<file path="src/rtl/uart_tx_arbiter.sv">
// Round-robin arbiter that shares one byte-wide UART transmitter among NUM_REQ requesters.
// A requester can lock the grant for a multi-byte message; an idle lock is dropped after LOCK_TIMEOUT cycles.
module uart_tx_arbiter #(
  parameter int NUM_REQ      = 4,
  parameter int LOCK_TIMEOUT = 1024
) (
  input  logic                       clk,
  input  logic                       rst_n,
  input  logic [NUM_REQ-1:0]         req,
  input  logic [8*NUM_REQ-1:0]       req_data,
  input  logic [NUM_REQ-1:0]         req_last,
  output logic [NUM_REQ-1:0]         req_ack,
  output logic                       tx_start,
  output logic [7:0]                 tx_data,
  input  logic                       tx_busy,
  output logic [$clog2(NUM_REQ)-1:0] grant_id,
  output logic                       locked,
  output logic                       lock_tmo,
  output logic                       tx_err
);

  localparam int IDW = $clog2(NUM_REQ);
  localparam int TW  = (LOCK_TIMEOUT > 1) ? $clog2(LOCK_TIMEOUT) : 1;
  localparam logic [TW-1:0]  TMO_LAST  = TW'((LOCK_TIMEOUT > 0) ? LOCK_TIMEOUT - 1 : 0);
  localparam logic [IDW-1:0] GRANT_RST = IDW'(NUM_REQ - 1);

  typedef enum logic [1:0] {IDLE = 2'd0, WAIT_BUSY = 2'd1, WAIT_DONE = 2'd2} state_e;

  state_e             state_q, state_d;
  logic [NUM_REQ-1:0] req_ack_q, req_ack_d;
  logic               tx_start_q, tx_start_d;
  logic [7:0]         tx_data_q, tx_data_d;
  logic [IDW-1:0]     grant_q, grant_d;
  logic               locked_q, locked_d;
  logic               lock_tmo_q, lock_tmo_d;
  logic               tx_err_q, tx_err_d;
  logic [1:0]         wb_cnt_q, wb_cnt_d;
  logic [TW-1:0]      tmo_cnt_q, tmo_cnt_d;

  logic [NUM_REQ-1:0] owner_oh;
  logic [NUM_REQ-1:0] elig;
  logic               owner_req;
  logic               any_elig;
  logic [IDW-1:0]     pick;
  logic [7:0]         pick_data;
  logic               launch;

  // While locked only the current owner may compete.
  for (genvar gi = 0; gi < NUM_REQ; gi++) begin : g_elig
    assign owner_oh[gi] = (grant_q == IDW'(gi));
    assign elig[gi]     = req[gi] & (~locked_q | owner_oh[gi]);
  end

  assign owner_req = |(req & owner_oh);

  // Search order starts just after the last grant and wraps.
  always_comb begin
    int idx;
    idx       = 0;
    any_elig  = 1'b0;
    pick      = grant_q;
    pick_data = 8'h00;
    for (int off = 1; off <= NUM_REQ; off++) begin
      idx = int'(grant_q) + off;
      if (idx >= NUM_REQ) idx = idx - NUM_REQ;
      for (int i = 0; i < NUM_REQ; i++) begin
        if (!any_elig && (i == idx) && elig[i]) begin
          any_elig = 1'b1;
          pick     = IDW'(i);
        end
      end
    end
    for (int i = 0; i < NUM_REQ; i++) begin
      if (pick == IDW'(i)) pick_data = req_data[8*i +: 8];
    end
  end

  assign launch = any_elig && !tx_busy && ((state_q == IDLE) || (state_q == WAIT_DONE));

  always_ff @(posedge clk or negedge rst_n) begin
    if (!rst_n) begin
      state_q    <= IDLE;
      req_ack_q  <= '0;
      tx_start_q <= 1'b0;
      tx_data_q  <= 8'h00;
      grant_q    <= GRANT_RST;
      locked_q   <= 1'b0;
      lock_tmo_q <= 1'b0;
      tx_err_q   <= 1'b0;
      wb_cnt_q   <= '0;
      tmo_cnt_q  <= '0;
    end else begin
      state_q    <= state_d;
      req_ack_q  <= req_ack_d;
      tx_start_q <= tx_start_d;
      tx_data_q  <= tx_data_d;
      grant_q    <= grant_d;
      locked_q   <= locked_d;
      lock_tmo_q <= lock_tmo_d;
      tx_err_q   <= tx_err_d;
      wb_cnt_q   <= wb_cnt_d;
      tmo_cnt_q  <= tmo_cnt_d;
    end
  end

  always_comb begin
    state_d = state_q;
    case (state_q)
      IDLE:      if (launch) state_d = WAIT_BUSY;
      WAIT_BUSY: begin
        if (tx_busy)                state_d = WAIT_DONE;
        else if (wb_cnt_q == 2'd3)  state_d = IDLE;
      end
      WAIT_DONE: if (!tx_busy) state_d = launch ? WAIT_BUSY : IDLE;
      default:   state_d = IDLE;
    endcase
  end

  always_comb begin
    req_ack_d  = '0;
    tx_start_d = 1'b0;
    tx_data_d  = tx_data_q;
    grant_d    = grant_q;
    locked_d   = locked_q;
    lock_tmo_d = 1'b0;
    tx_err_d   = 1'b0;
    wb_cnt_d   = '0;
    tmo_cnt_d  = '0;

    if (launch) begin
      tx_start_d = 1'b1;
      req_ack_d  = NUM_REQ'(1) << pick;
      tx_data_d  = pick_data;
      grant_d    = pick;
      locked_d   = ~req_last[pick];
    end

    // The transmitter gets four cycles to acknowledge a launch by raising busy.
    if ((state_q == WAIT_BUSY) && !tx_busy) begin
      if (wb_cnt_q == 2'd3) begin
        tx_err_d = 1'b1;
        locked_d = 1'b0;
      end else begin
        wb_cnt_d = wb_cnt_q + 2'd1;
      end
    end

    if ((LOCK_TIMEOUT != 0) && locked_q && (state_q == IDLE) && !owner_req) begin
      if (tmo_cnt_q == TMO_LAST) begin
        locked_d   = 1'b0;
        lock_tmo_d = 1'b1;
      end else begin
        tmo_cnt_d = tmo_cnt_q + TW'(1);
      end
    end
  end

  assign req_ack  = req_ack_q;
  assign tx_start = tx_start_q;
  assign tx_data  = tx_data_q;
  assign grant_id = grant_q;
  assign locked   = locked_q;
  assign lock_tmo = lock_tmo_q;
  assign tx_err   = tx_err_q;

endmodule
</file>
<file path="config.mk">
export PLATFORM = sky130hd
export DESIGN_NAME = uart_tx_arbiter
export DESIGN_NICKNAME = d
export VERILOG_FILES = /design/src/rtl/uart_tx_arbiter.sv
export SDC_FILE = /design/constraint.sdc
export NUM_CORES = 1
export LEC_CHECK = 0
export BUFFER_PORTS_ARGS = -buffer_cell sky130_fd_sc_hd__buf_4
export CORE_AREA = 2 2 58 71
export DETAILED_ROUTE_END_ITERATION = 7
export DIE_AREA = 0 0 60 73
export PLACE_DENSITY = 0.77
export SYNTH_ARGS = -nofsm -noshare
export SYNTH_HDL_FRONTEND = slang
export SYNTH_SLANG_ARGS = --single-unit
</file>
<file path="constraint.sdc">
create_clock -name clk -period 5.82 [get_ports clk]
set_input_delay 0.291 -clock clk [delete_from_list [all_inputs] [get_ports clk]]
set_output_delay 0.291 -clock clk [all_outputs]
set_load 0.1 [all_outputs]
</file>
* After elaboration in Yosys (flattened, before gate mapping)
Cells that the tools add are included.
** Word-level totals
- Register bits after elaboration :: 32
- Input bits :: 43
- Logic and storage cells :: 188
** Operators by class
- Add/sub/neg operators :: 10
- $lt $le $gt $ge :: 5
- Eq/ne operators :: 25
- Shift operators :: 1
- Mux-type cells :: 63
- Bitwise gates (word level) :: 11
- Reduce and logical (&&, ||, !) cells :: 63
** Operator list (count)
- $eq A3 B32 Y1 const A :: 8
- $eq A2 B32 Y1 const A :: 4
- $logic_not A32 Y1 :: 4
- $mux W32 :: 4
- $mux W2 :: 22
- $logic_and A1 B1 Y1 :: 36
- $mux W8 :: 4
- $mux W1 :: 28
- $mux W10 :: 2
- $logic_not A1 Y1 :: 17
- $eq A2 B2 Y1 const B :: 6
- $sub A3 B3 Y4 const B :: 3
- $add A10 B1 Y10 const B :: 1
- $eq A10 B10 Y1 const B :: 1
- $ge A3 B3 Y1 const B :: 3
- $add A2 B2 Y3 const B :: 2
- $eq A2 B1 Y1 const B :: 3
- $logic_not A2 Y1 :: 3
- $pmux W2 S3 :: 1
- $sub A4 B3 Y5 const B :: 1
- $add A2 B3 Y4 const B :: 1
- $and A1 B1 Y1 :: 4
- $and A4 B4 Y4 :: 1
- $ge A4 B3 Y1 const B :: 1
- other kinds (13) :: 18

* Logic depth before layout (Yosys ltp)
Gate-level depths: netlist (run 1).
- Depth in word-level cells :: 74
- Gate-level depth with buffers :: 9

* Least setup slack after synthesis (run 1)
Ideal clock, no wire load.
- Kind :: register to register
- From :: register grant_q[0], in the netlist grant_id[0]
- To :: register tx_data_q[4], in the netlist tx_data[4]
- Setup time :: 0.126 ns
- Arrival :: 2.753 ns
- Required time :: 5.694 ns
- Slack :: 2.941 ns
- Cell stages (with the launch flop) :: 8
- Clock period less this slack :: 2.879 ns
- Cell sequence :: dfstp_2 -> buf_2 -> nand2_1 -> or4b_1 -> a32o_2 -> buf_6 -> mux4_2 -> mux2_4
** Between the ends
- Longest elaborated chain between the ends :: 71
- Elaborated cells on any way between the ends :: 132
- Those cells by class :: 8 x add/sub; 4 x order compare; 18 x eq/ne; 40 x mux; 8 x bitwise; 54 x reduce/logical
** Ends and longest elaborated chain
- from (decl) :: line 33 : logic [IDW-1:0] grant_q, grant_d;
- from (signal assigned) :: line 97 : grant_q <= grant_d;
- $add A2 B1 Y3 :: line 64 : idx = int'(grant_q) + off;
- $sub A3 B3 Y4 / $ge A3 B3 Y1 (equally long branches) :: line 65 : if (idx >= NUM_REQ) idx = idx - NUM_REQ;
- $mux W32 :: line 65
- $logic_not A32 Y1 :: line 67 : if (!any_elig && (i == idx) && elig[i]) begin
- $logic_and A1 B1 Y1 :: line 67
- $mux W1 :: line 67
- $logic_not A1 Y1 :: line 67
- $logic_and A1 B1 Y1 (2 in series) :: line 67
- [... 49 more ...]
- $logic_not A1 Y1 :: line 67
- $logic_and A1 B1 Y1 (2 in series) :: line 67
- $mux W1 :: line 67
- $logic_not A1 Y1 :: line 67
- $logic_and A1 B1 Y1 (2 in series) :: line 67
- $mux W2 :: line 67
- $logic_not A2 Y1 :: line 74 : if (pick == IDW'(i)) pick_data = req_data[8*i +: 8];
- $mux W8 (4 in series) :: line 74
- to (signal assigned) :: line 96 : tx_data_q <= tx_data_d;
- to (decl) :: line 32 : logic [7:0] tx_data_q, tx_data_d;
Several ways; a longest one is shown, not always the timed one.
A chain may end at the register's enable or synchronous reset.

* Final worst setup path (run 1)
- From :: register grant_q[1], in the netlist grant_id[1]
- To :: register locked_q, in the netlist locked
** Between the ends
- Longest elaborated chain between the ends :: 74
- Elaborated cells on any way between the ends :: 136
- Those cells by class :: 8 x add/sub; 4 x order compare; 15 x eq/ne; 43 x mux; 10 x bitwise; 56 x reduce/logical
** Ends and longest elaborated chain
- $add A2 B1 Y3 :: line 64
- $sub A3 B3 Y4 / $ge A3 B3 Y1 (equally long branches) :: line 65
- $mux W32 :: line 65
- $logic_not A32 Y1 :: line 67
- $logic_and A1 B1 Y1 :: line 67
- $mux W1 :: line 67
- $logic_not A1 Y1 :: line 67
- $logic_and A1 B1 Y1 (2 in series) :: line 67
- [... 58 more ...]
- $mux W1 (implied by the code) :: line 135 : locked_d = ~req_last[pick];
- $not A1 Y1 :: line 135
- $mux W1 :: line 130 : if (launch) begin
- $mux W1 :: line 140 : if (wb_cnt_q == 2'd3) begin
- $mux W1 :: line 139 : if ((state_q == WAIT_BUSY) && !tx_busy) begin
- $mux W1 :: line 149 : if (tmo_cnt_q == TMO_LAST) begin
- $mux W1 (*) :: line 148 : if ((LOCK_TIMEOUT != 0) && locked_q && (state_q == IDLE) && !owner_req) begin
- via locked_d :: line 34 : logic locked_q, locked_d;
- to (signal assigned) :: line 98 : locked_q <= locked_d;
- to (decl) :: line 34
Mark *: on every way through the listed nets, which the timed path passes. The rest lies on a longest branch. The select of a mux whose other input is x is not followed.

==> metrics.md, run 1 <==
| Metric | Value |
|---|---|
| Post-synthesis simple-gate area fraction | approximately 16% |
| Reg power frac | between 20% and 30% |
| DRC | 0 |
| Post-Syn Area | 1760 µm² |
| Min-delay worst type | primary input to flip-flop |
| Grt total ovfl | 0 |
| Slowest CP cell | o21ai_1 |
| Required @ worst endpoint | 6.04 ns |
| Setup Skew | about 0.010 ns |
| CP max FO | 14 |
| Placed cells | approximately 260 |
| Die X | around 60 µm |
| Final Cycle Share | a little under half |
| Post-synthesis sequential element count | 32 |
| Fmax | 360 MHz |
| Seq/Total Area, Yosys | 45.6% |
| Area leader, netlist | dfrtp_1 |
| Power Density | 582 nW/µm² |
| Sw Share | around half |
| CP cell instances | xnor2_1 -> nand2b_1 -> a21boi_0 -> o21ai_1 -> mux4_1 -> a21oi_1 |
| Clock transition at path regs | 0.07 ns |
| Met2 global-route usage | ~31% |
| Final setup vio count | 0 |
| Final hold slack | roughly 0.18 ns |
| Syn Area/Cell | 11.6 µm² |
| Syn nets | 197 |
| FF-to-FF End | locked |
| Beginning of the worst hold path | tx_busy |
| Switch Pwr | roughly 0.0007 W |
| Synth Flop Type | dfrtp_1 |
| Ys Warns | 0 |
| Post-synthesis cell type count | 44 |
| Largest net degree at the start of global routing | 33 |
| Antenna Cells | 0 |
| Worst vdd ir | between 0.3 and 0.4 mV |
| Leak Pwr | 1.10 nW |
| Die ar. | around 4400 µm² |
| Final setup TNS | 0 ns |
| Post-synthesis async set-or-reset flop share | 100% |
| # fillers | around 310 |
| Slew @ Worst Pin | ~1.0 ns |
| Count of pins over their slew limit | 0 |
| Gate power share | 59.2% |
| Initial Util | a little under half |
| Core Region | 3780 µm² |
| Synth area leaders | dfrtp_1, mux4_2, mux4_1 |
| Largest family of logic cells by synthesized area | multiplexers |
| Critical Path Source Type | flip-flop |
| Power share of the clock group | 15.6% |
| Mean number of vias per cell | 5.24 |
| CTS Buf Count | 5 |
| IO buf count | 60 |
| Post-CTS Setup Inserts | 0 |
| HPWL Detailed | between 2000 and 3000 µm |
| Final min period | 2.78 ns |
| XOR/XNOR share of the synthesized area | approximately 3.5% |
| Post-synth EDFFs | 0 |
| Detailed-route via count | approximately 1400 |
| GRT Util Overall | about a fifth |
| R2R depth | 6 |
| 1st-iter DRT viols | 34 |
| Delay of the slowest critical-path stage | between 0.8 and 0.9 ns |
| Synth Area in Compound Gates | 9.10% |
| Drt total wl | 3640 µm |
| Outcome | completed |
| Gr busiest metal | met2 |
| Die Ht | approximately 73 µm |
| Site row count | 25 |
| Final Non-Filler Cells | 268 |
| CTS Sinks | 32 |
| Flop-to-flop setup slack | ~3 ns |
| Critical R2R Launch | grant_id[1] |
| Met1 usage | about 22% |
| Initial antenna violation count | 0 |
| WL/cell | between 10 and 15 µm |
| First-pass GRT wire length | about 6000 µm |
| Total internal power | 0.000685 W |
| H-Tree Depth | 2 |
| WP data arrival | around 3.0 ns |
| Crit. End Element | flip-flop |
| RSZ-0062 raised after global routing | no |
| Vias in the first global route | roughly 1400 |
| WHS Path Cells | 2 |
| CTS root buffer | clkbuf_8 |
| Met3 Use GR | 6.91% |
| Hold Path Sink | state_q[0] |
| Setup Crit Path Kind | flip-flop to flip-flop |
| TritonCTS clock tree | yes |
| Adder-cell area share of the yosys netlist | 1.42% |
| Mux share of post-synthesis cell area | roughly a fifth |
| Fraction of layout cells with a size suffix above 1 | between 40% and 50% |
| Final hold vios | 0 |
| Yosys top cell area share | 42.6% |
| Synthesis-to-finish area growth | 33.8% |
| CTS Buffer Depth | 2 |
| GPL Wtd Cong | 0.815 |
| Maxcap violations | 0 |
| ANT nets after route | 0 |
| Pre-antenna DRT Iters | 5 |
| Final #Nets | 258 |
| Clk_lat worst skew | 0.29 ns |
| Max_slew headroom | 30.7% |
| Synth Instances | 152 |
| Ports | 61 |
repair_timing:
item | CTS | global route
setup endpoints to repair | 0 | 0
gates resized for setup | 0 | 0
endpoints found under the hold margin | 30 | 0
hold buffers | 1 | 0
layer usage:
| metal | up-vias | wire length (µm) |
|---|---|---|
| met5 | - | 0 |
| met4 | 0 | 77 |
| met3 | 5 | 360 |
| met2 | 71 | 1830 |
| met1 | 651 | 1370 |
| li1 | 676 | - |
through the flow:
step | total power [W] | utilization [%] | cell area [µm²] | setup WS, ns
4_1_cts | 0.00138 | 62.2 | 2360 | 3.01
3_3_place_gp | 0.00115 | 59.0 | 2230 | 3.08
3_5_place_dp | 0.00117 | 59.0 | 2230 | 3.03
6_report | 0.00137 | 62.2 | 2360 | 3.04
2_1_floorplan | 0.00102 | - | 1760 | 2.94
5_1_grt | 0.00144 | 62.2 | 2360 | 2.74
worst max-delay path by stage:
stage	cells past startpoint	slack, ns	to	from
4_1_cts	6	3.01	locked	grant_id[1]
6_report	6	3.04	locked	grant_id[1]
3_3_place_gp	6	3.08	locked	grant_id[1]
5_1_grt	6	2.74	locked	grant_id[1]
3_5_place_dp	6	3.03	locked	grant_id[1]
2_1_floorplan	7	2.94	tx_data[4]	grant_id[0]
cell usage in the layout, fill, tap and decap left out, types with 2 or more instances in the layout:
| cell | n |
|---|---|
| dfstp_2 | 2 |
| nand4_1 | 2 |
| nor2_1 | 20 |
| nor2b_1 | 2 |
| a311o_1 | 2 |
| a21oi_1 | 4 |
| nand2_1 | 10 |
| a31oi_1 | 2 |
| xnor2_1 | 2 |
| and2_1 | 2 |
| xor2_1 | 5 |
| dfrtp_1 | 30 |
| or3_1 | 2 |
| clkbuf_8 | 5 |
| nand2b_1 | 4 |
| a21boi_0 | 3 |
| mux2_4 | 3 |
| o21ai_0 | 5 |
| mux4_2 | 6 |
| a221oi_1 | 2 |
| mux2_2 | 6 |
| and3_1 | 2 |
| mux4_1 | 4 |
| inv_1 | 4 |
| nand3_1 | 3 |
| ha_1 | 2 |
| buf_4 | 60 |
power groups by stage:
stage               Sequential, W  Clock, W  Combinational, W
floorplan                0.000678         0          0.000338
detailed placement       0.000348         0          0.000821
CTS                      0.000345  0.000217          0.000821
finish                   0.000345  0.000213          0.000812
global placement         0.000346         0          0.000808
global route             0.000355  0.000225          0.000863
kinds of logic (layout without fill, tap and decap cells):
group / count (synthesis) / in the layout
flops: 32 / 32
xor+xnor: 7 / 7
buf+inv: 13 / 75
compound gates: 23 / 23
simple gates: 55 / 55
fa+ha+maj: 2 / 2
mux: 20 / 20
Yosys cell counts, types with 2 or more instances:
library cell and instances:
a21boi_0 3, a21oi_1 4, a221oi_1 2, a311o_1 2, a31oi_1 2, and2_1 2, and3_1 2, buf_2 2
buf_6 2, clkbuf_1 3, dfrtp_1 30, dfstp_2 2, ha_1 2, inv_1 4, mux2_2 6, mux2_4 3
mux4_1 4, mux4_2 6, nand2_1 10, nand2b_1 4, nand3_1 3, nand4_1 2, nor2_1 20, nor2b_1 2
o21ai_0 5, or3_1 2, xnor2_1 2, xor2_1 5
state kept, by name, summed over array words and instances, names as in the netlist:
name / count
grant_id: 2
lock_tmo: 1
locked: 1
req_ack: 4
state_q: 2
tmo_cnt_q: 10
tx_data: 8
tx_err: 1
tx_start: 1
wb_cnt_q: 2
area by class of cell:
type / count / area, µm² / area share, %
clock inverters: 3 / 42.5 / 1.81
multi-input cells: 107 / 891 / 37.8
well taps: 54 / 67.6 / 2.87
flip-flops and latches: 32 / 803 / 34.1
repair buffers: 61 / 460 / 19.5
clock buffers: 5 / 68.8 / 2.92
inverters: 6 / 22.5 / 0.956
worst max-delay path: cells and delay by family, from the launching register on:
family          cells  cell delay, ns
xor+xnor            1            0.12
flops               1            0.68
compound gates      3            1.10
simple gates        1            0.17
mux                 1            0.65
(Power assumes the default switching activity.)
==> inputs of run 2 (changes only) <==
Settings changed: CORE_AREA 2 2 58 71 to 2 2 61 74, DIE_AREA 0 0 60 73 to 0 0 63 76, PLACE_DENSITY 0.77 to 0.73.
Clock period 5.82 ns to 2.4 ns, I/O delays scaled along.
==> run 2 against run 1 <==
  * The run now ends with negative setup slack left
  * Hold slack worse by 0.16 ns
  * Via count is 7.3% higher
  * Fmax is 13% higher
  * Sequential share of layout area decreased by 1.4 points
  * Core utilization down 2.0 points
  * Total power increased to 2.6 times the previous value
==> metrics.md, run 2 (same netlist as run 1, synthesis figures left out) <==
| Metric | Value |
|---|---|
| Setup Crit Path Kind | flip-flop to flip-flop (unchanged) |
| Drt total wl | 4050 µm (was 3640 µm) |
| Grt total ovfl | 0 (unchanged) |
| Pre-antenna DRT Iters | 4 (was 5) |
| Final hold slack | 0.0256 ns (was 0.182 ns) |
| RSZ-0062 raised after global routing | yes (was no) |
| Beginning of the worst hold path | tx_busy (unchanged) |
| Fraction of layout cells with a size suffix above 1 | 50.4% (was 43.0%) |
| CTS Buf Count | 5 (unchanged) |
| Mean number of vias per cell | 5.30 (was 5.24) |
| Min-delay worst type | primary input to flip-flop (unchanged) |
| Core Region | 4130 µm² (was 3780 µm²) |
| H-Tree Depth | 2 (unchanged) |
| Antenna Cells | 0 (unchanged) |
| Slowest CP cell | dfstp_4 (was o21ai_1) |
| Final min period | 2.45 ns (was 2.78 ns) |
| ANT nets after route | 0 (unchanged) |
| Synthesis-to-finish area growth | 41.3% (was 33.8%) |
| Final worst slack | -0.0518 ns (was 3.04 ns) |
| Power Density | 1410 nW/µm² (was 582 nW/µm²) |
| FF-to-FF End | tx_data[3] (was locked) |
| CP Buf/Inv Count | 0 (unchanged) |
| Die Ht | 76 µm (was 73 µm) |
| Final setup vio count | 5 (was 0) |
| Initial Util | 42.6% (was 46.5%) |
| Delay of the slowest critical-path stage | 0.67 ns (was 0.81 ns) |
| CTS Sinks | 32 (unchanged) |
| Vias in the first global route | 1534 (was 1366) |
| WL/cell | 14.3 µm (was 13.6 µm) |
| Maxcap violations | 0 (unchanged) |
| Die X | 63 µm (was 60 µm) |
| 1st-iter DRT viols | 45 (was 34) |
| Sw Share | 49.8% (was 50.0%) |
| WP data arrival | 2.62 ns (was 3.00 ns) |
| Flop-to-flop setup slack | -0.05 ns (was 3.04 ns) |
| Clk_lat worst skew | 0.28 ns (was 0.29 ns) |
| Gate power share | 63.8% (was 59.2%) |
| Cell mode on critical path | a32o_2 |
| CP startpoint | grant_id[1] (unchanged) |
| Ports | 61 (unchanged) |
| Initial antenna violation count | 0 (unchanged) |
| Required @ worst endpoint | 2.57 ns (was 6.04 ns) |
| GRT Util Overall | 18.3% (was 19.0%) |
| Largest register FFs | 10 (unchanged) |
| CTS Buffer Depth | 2 (unchanged) |
| Final Cycle Share | 102% (was 47.8%) |
| Fmax | 408 MHz (was 360 MHz) |
| Worst vdd ir | 0.949 mV (was 0.367 mV) |
| GPL Wtd Cong | 0.828 (was 0.815) |
| DRC | 0 (unchanged) |
| Site row count | 26 (was 25) |
| Switch Pwr | 0.00174 W (was 0.000685 W) |
| Outcome | finished with violations (was completed) |
| CP max FO | 8 (was 14) |
| Critical Path Source Type | flip-flop (unchanged) |
| CP cell instances | and2b_2 -> nand4_1 -> a32o_2 -> a32o_2 -> mux4_2 -> mux2_4 (was xnor2_1 -> nand2b_1 -> a21boi_0 -> o21ai_1 -> mux4_1 -> a21oi_1) |
| DP Worst Slack | -0.146 ns (was 3.03 ns) |
| Top reg by flops | tmo_cnt_q (unchanged) |
| Leak Pwr | 1.17 nW (was 1.10 nW) |
| Hold Path Sink | state_q[0] (unchanged) |
| Most common cell after layout, fill and taps aside | buf_4 (unchanged) |
| Final hold vios | 0 (unchanged) |
| Final #Nets | 272 (was 258) |
| WHS Path Cells | 2 (unchanged) |
| TritonCTS clock tree | yes (unchanged) |
| IO buf count | 60 (unchanged) |
| CP top delay family | multiplexers (was compound AO/OA/AOI/OAI gates) |
| Total internal power | 0.00176 W (was 0.000685 W) |
| Failing checks | negative setup slack |
| Largest net degree at the start of global routing | 33 (unchanged) |
| HPWL Detailed | 2960 µm (was 2800 µm) |
| Detailed-route via count | 1506 (was 1403) |
| Leading cell types in the layout, fill and taps excluded | buf_4, dfrtp_1, nor2_1 (unchanged) |
| Power share of the clock group | 12.5% (was 15.6%) |
| Die ar. | 4790 µm² (was 4380 µm²) |
| Reg power frac | 23.7% (was 25.2%) |
| Clock transition at path regs | 0.07 ns (about the same) |
| Setup Skew | 0.00160 ns (was 0.0101 ns) |
| Crit. End Element | flip-flop (unchanged) |
| Count of pins over their slew limit | 0 (unchanged) |
| Slew @ Worst Pin | 0.403 ns (was 1.03 ns) |
| First-pass GRT wire length | 6860 µm (was 6040 µm) |
| Critical R2R Launch | grant_id[1] (unchanged) |
| R2R depth | 6 (unchanged) |
| CTS root buffer | clkbuf_8 (unchanged) |
| Max_slew headroom | 73.1% (was 30.7%) |
## run 2: cell count changes in the layout (fill, tap and decap cells not counted), moves of 2 or more
cell     change
a32o_2       +2
buf_4       +10
dfstp_2      -2
dfstp_4      +2
mux2_2       -2
mux2_4       +2
mux4_1       -2
mux4_2       +2
or4b_4       +2
## run 2: final cells by class
class                   count  area [µm²]
clock inverters             2        15.0
inverters                   6        27.5
fillers                   354        1640
repair inverters            1        5.00
well taps                  56        70.1
repair buffers             73         552
clock buffers               6        82.6
flip-flops and latches     32         812
multi-input cells         108         923
## run 2: power groups by stage
stage,clock [W],sequential [W],combinational [W]
floorplan,0,0.00166,0.000849
global placement,0,0.000834,0.00210
detailed placement,0,0.000838,0.00213
CTS,0.000448,0.000826,0.00221
global route,0.000468,0.000852,0.00236
finish,0.000438,0.000829,0.00223
## run 2: worst max-delay path by stage
stage,endpoint,slack (ns),cells after the start
5_1_grt,tx_data[3],-0.1,6
4_1_cts,tx_data[3],-0.03,6
3_5_place_dp,tx_data[0],-0.15,6
3_3_place_gp,tx_data[7],-0.08,6
2_1_floorplan,tx_data[4],-0.29,7
6_report,tx_data[3],-0.05,6
## run 2: through the flow
stage | TNS (ns) | total power [W] | instance area, µm² | util [%] | instances
2_1_floorplan | -3.51 | 0.00251 | 1790 | - | 152
3_3_place_gp | -0.372 | 0.00294 | 2320 | 56.3 | 270
3_5_place_dp | -0.896 | 0.00296 | 2320 | 56.3 | 270
4_1_cts | -0.120 | 0.00348 | 2460 | 59.6 | 282
5_1_grt | -0.689 | 0.00368 | 2490 | 60.2 | 284
6_report | -0.119 | 0.00350 | 2490 | 60.2 | 284
## run 2: worst register-to-register path, cell delays in order (launching register included)
cell and delay (ns):
dfstp_4 0.67, and2b_2 0.24, nand4_1 0.11, a32o_2 0.21
a32o_2 0.28, mux4_2 0.55, mux2_4 0.28
## run 2: layer usage
metal / track usage [%] / routed length, µm
met1: 20.9 / 1580
met2: 32.0 / 2120
met3: 4.43 / 290
met4: 8.00 / 61
met5: 0 / 0
## run 2: timing repair
action                                 4_1_cts  5_1_grt
hold buffers                                 1        0
cloned                                       1        1
setup endpoints to repair                    9       11
buffers inserted                             2        1
gates resized for setup                      9        4
endpoints found under the hold margin       30        0
pin swaps                                    3        2
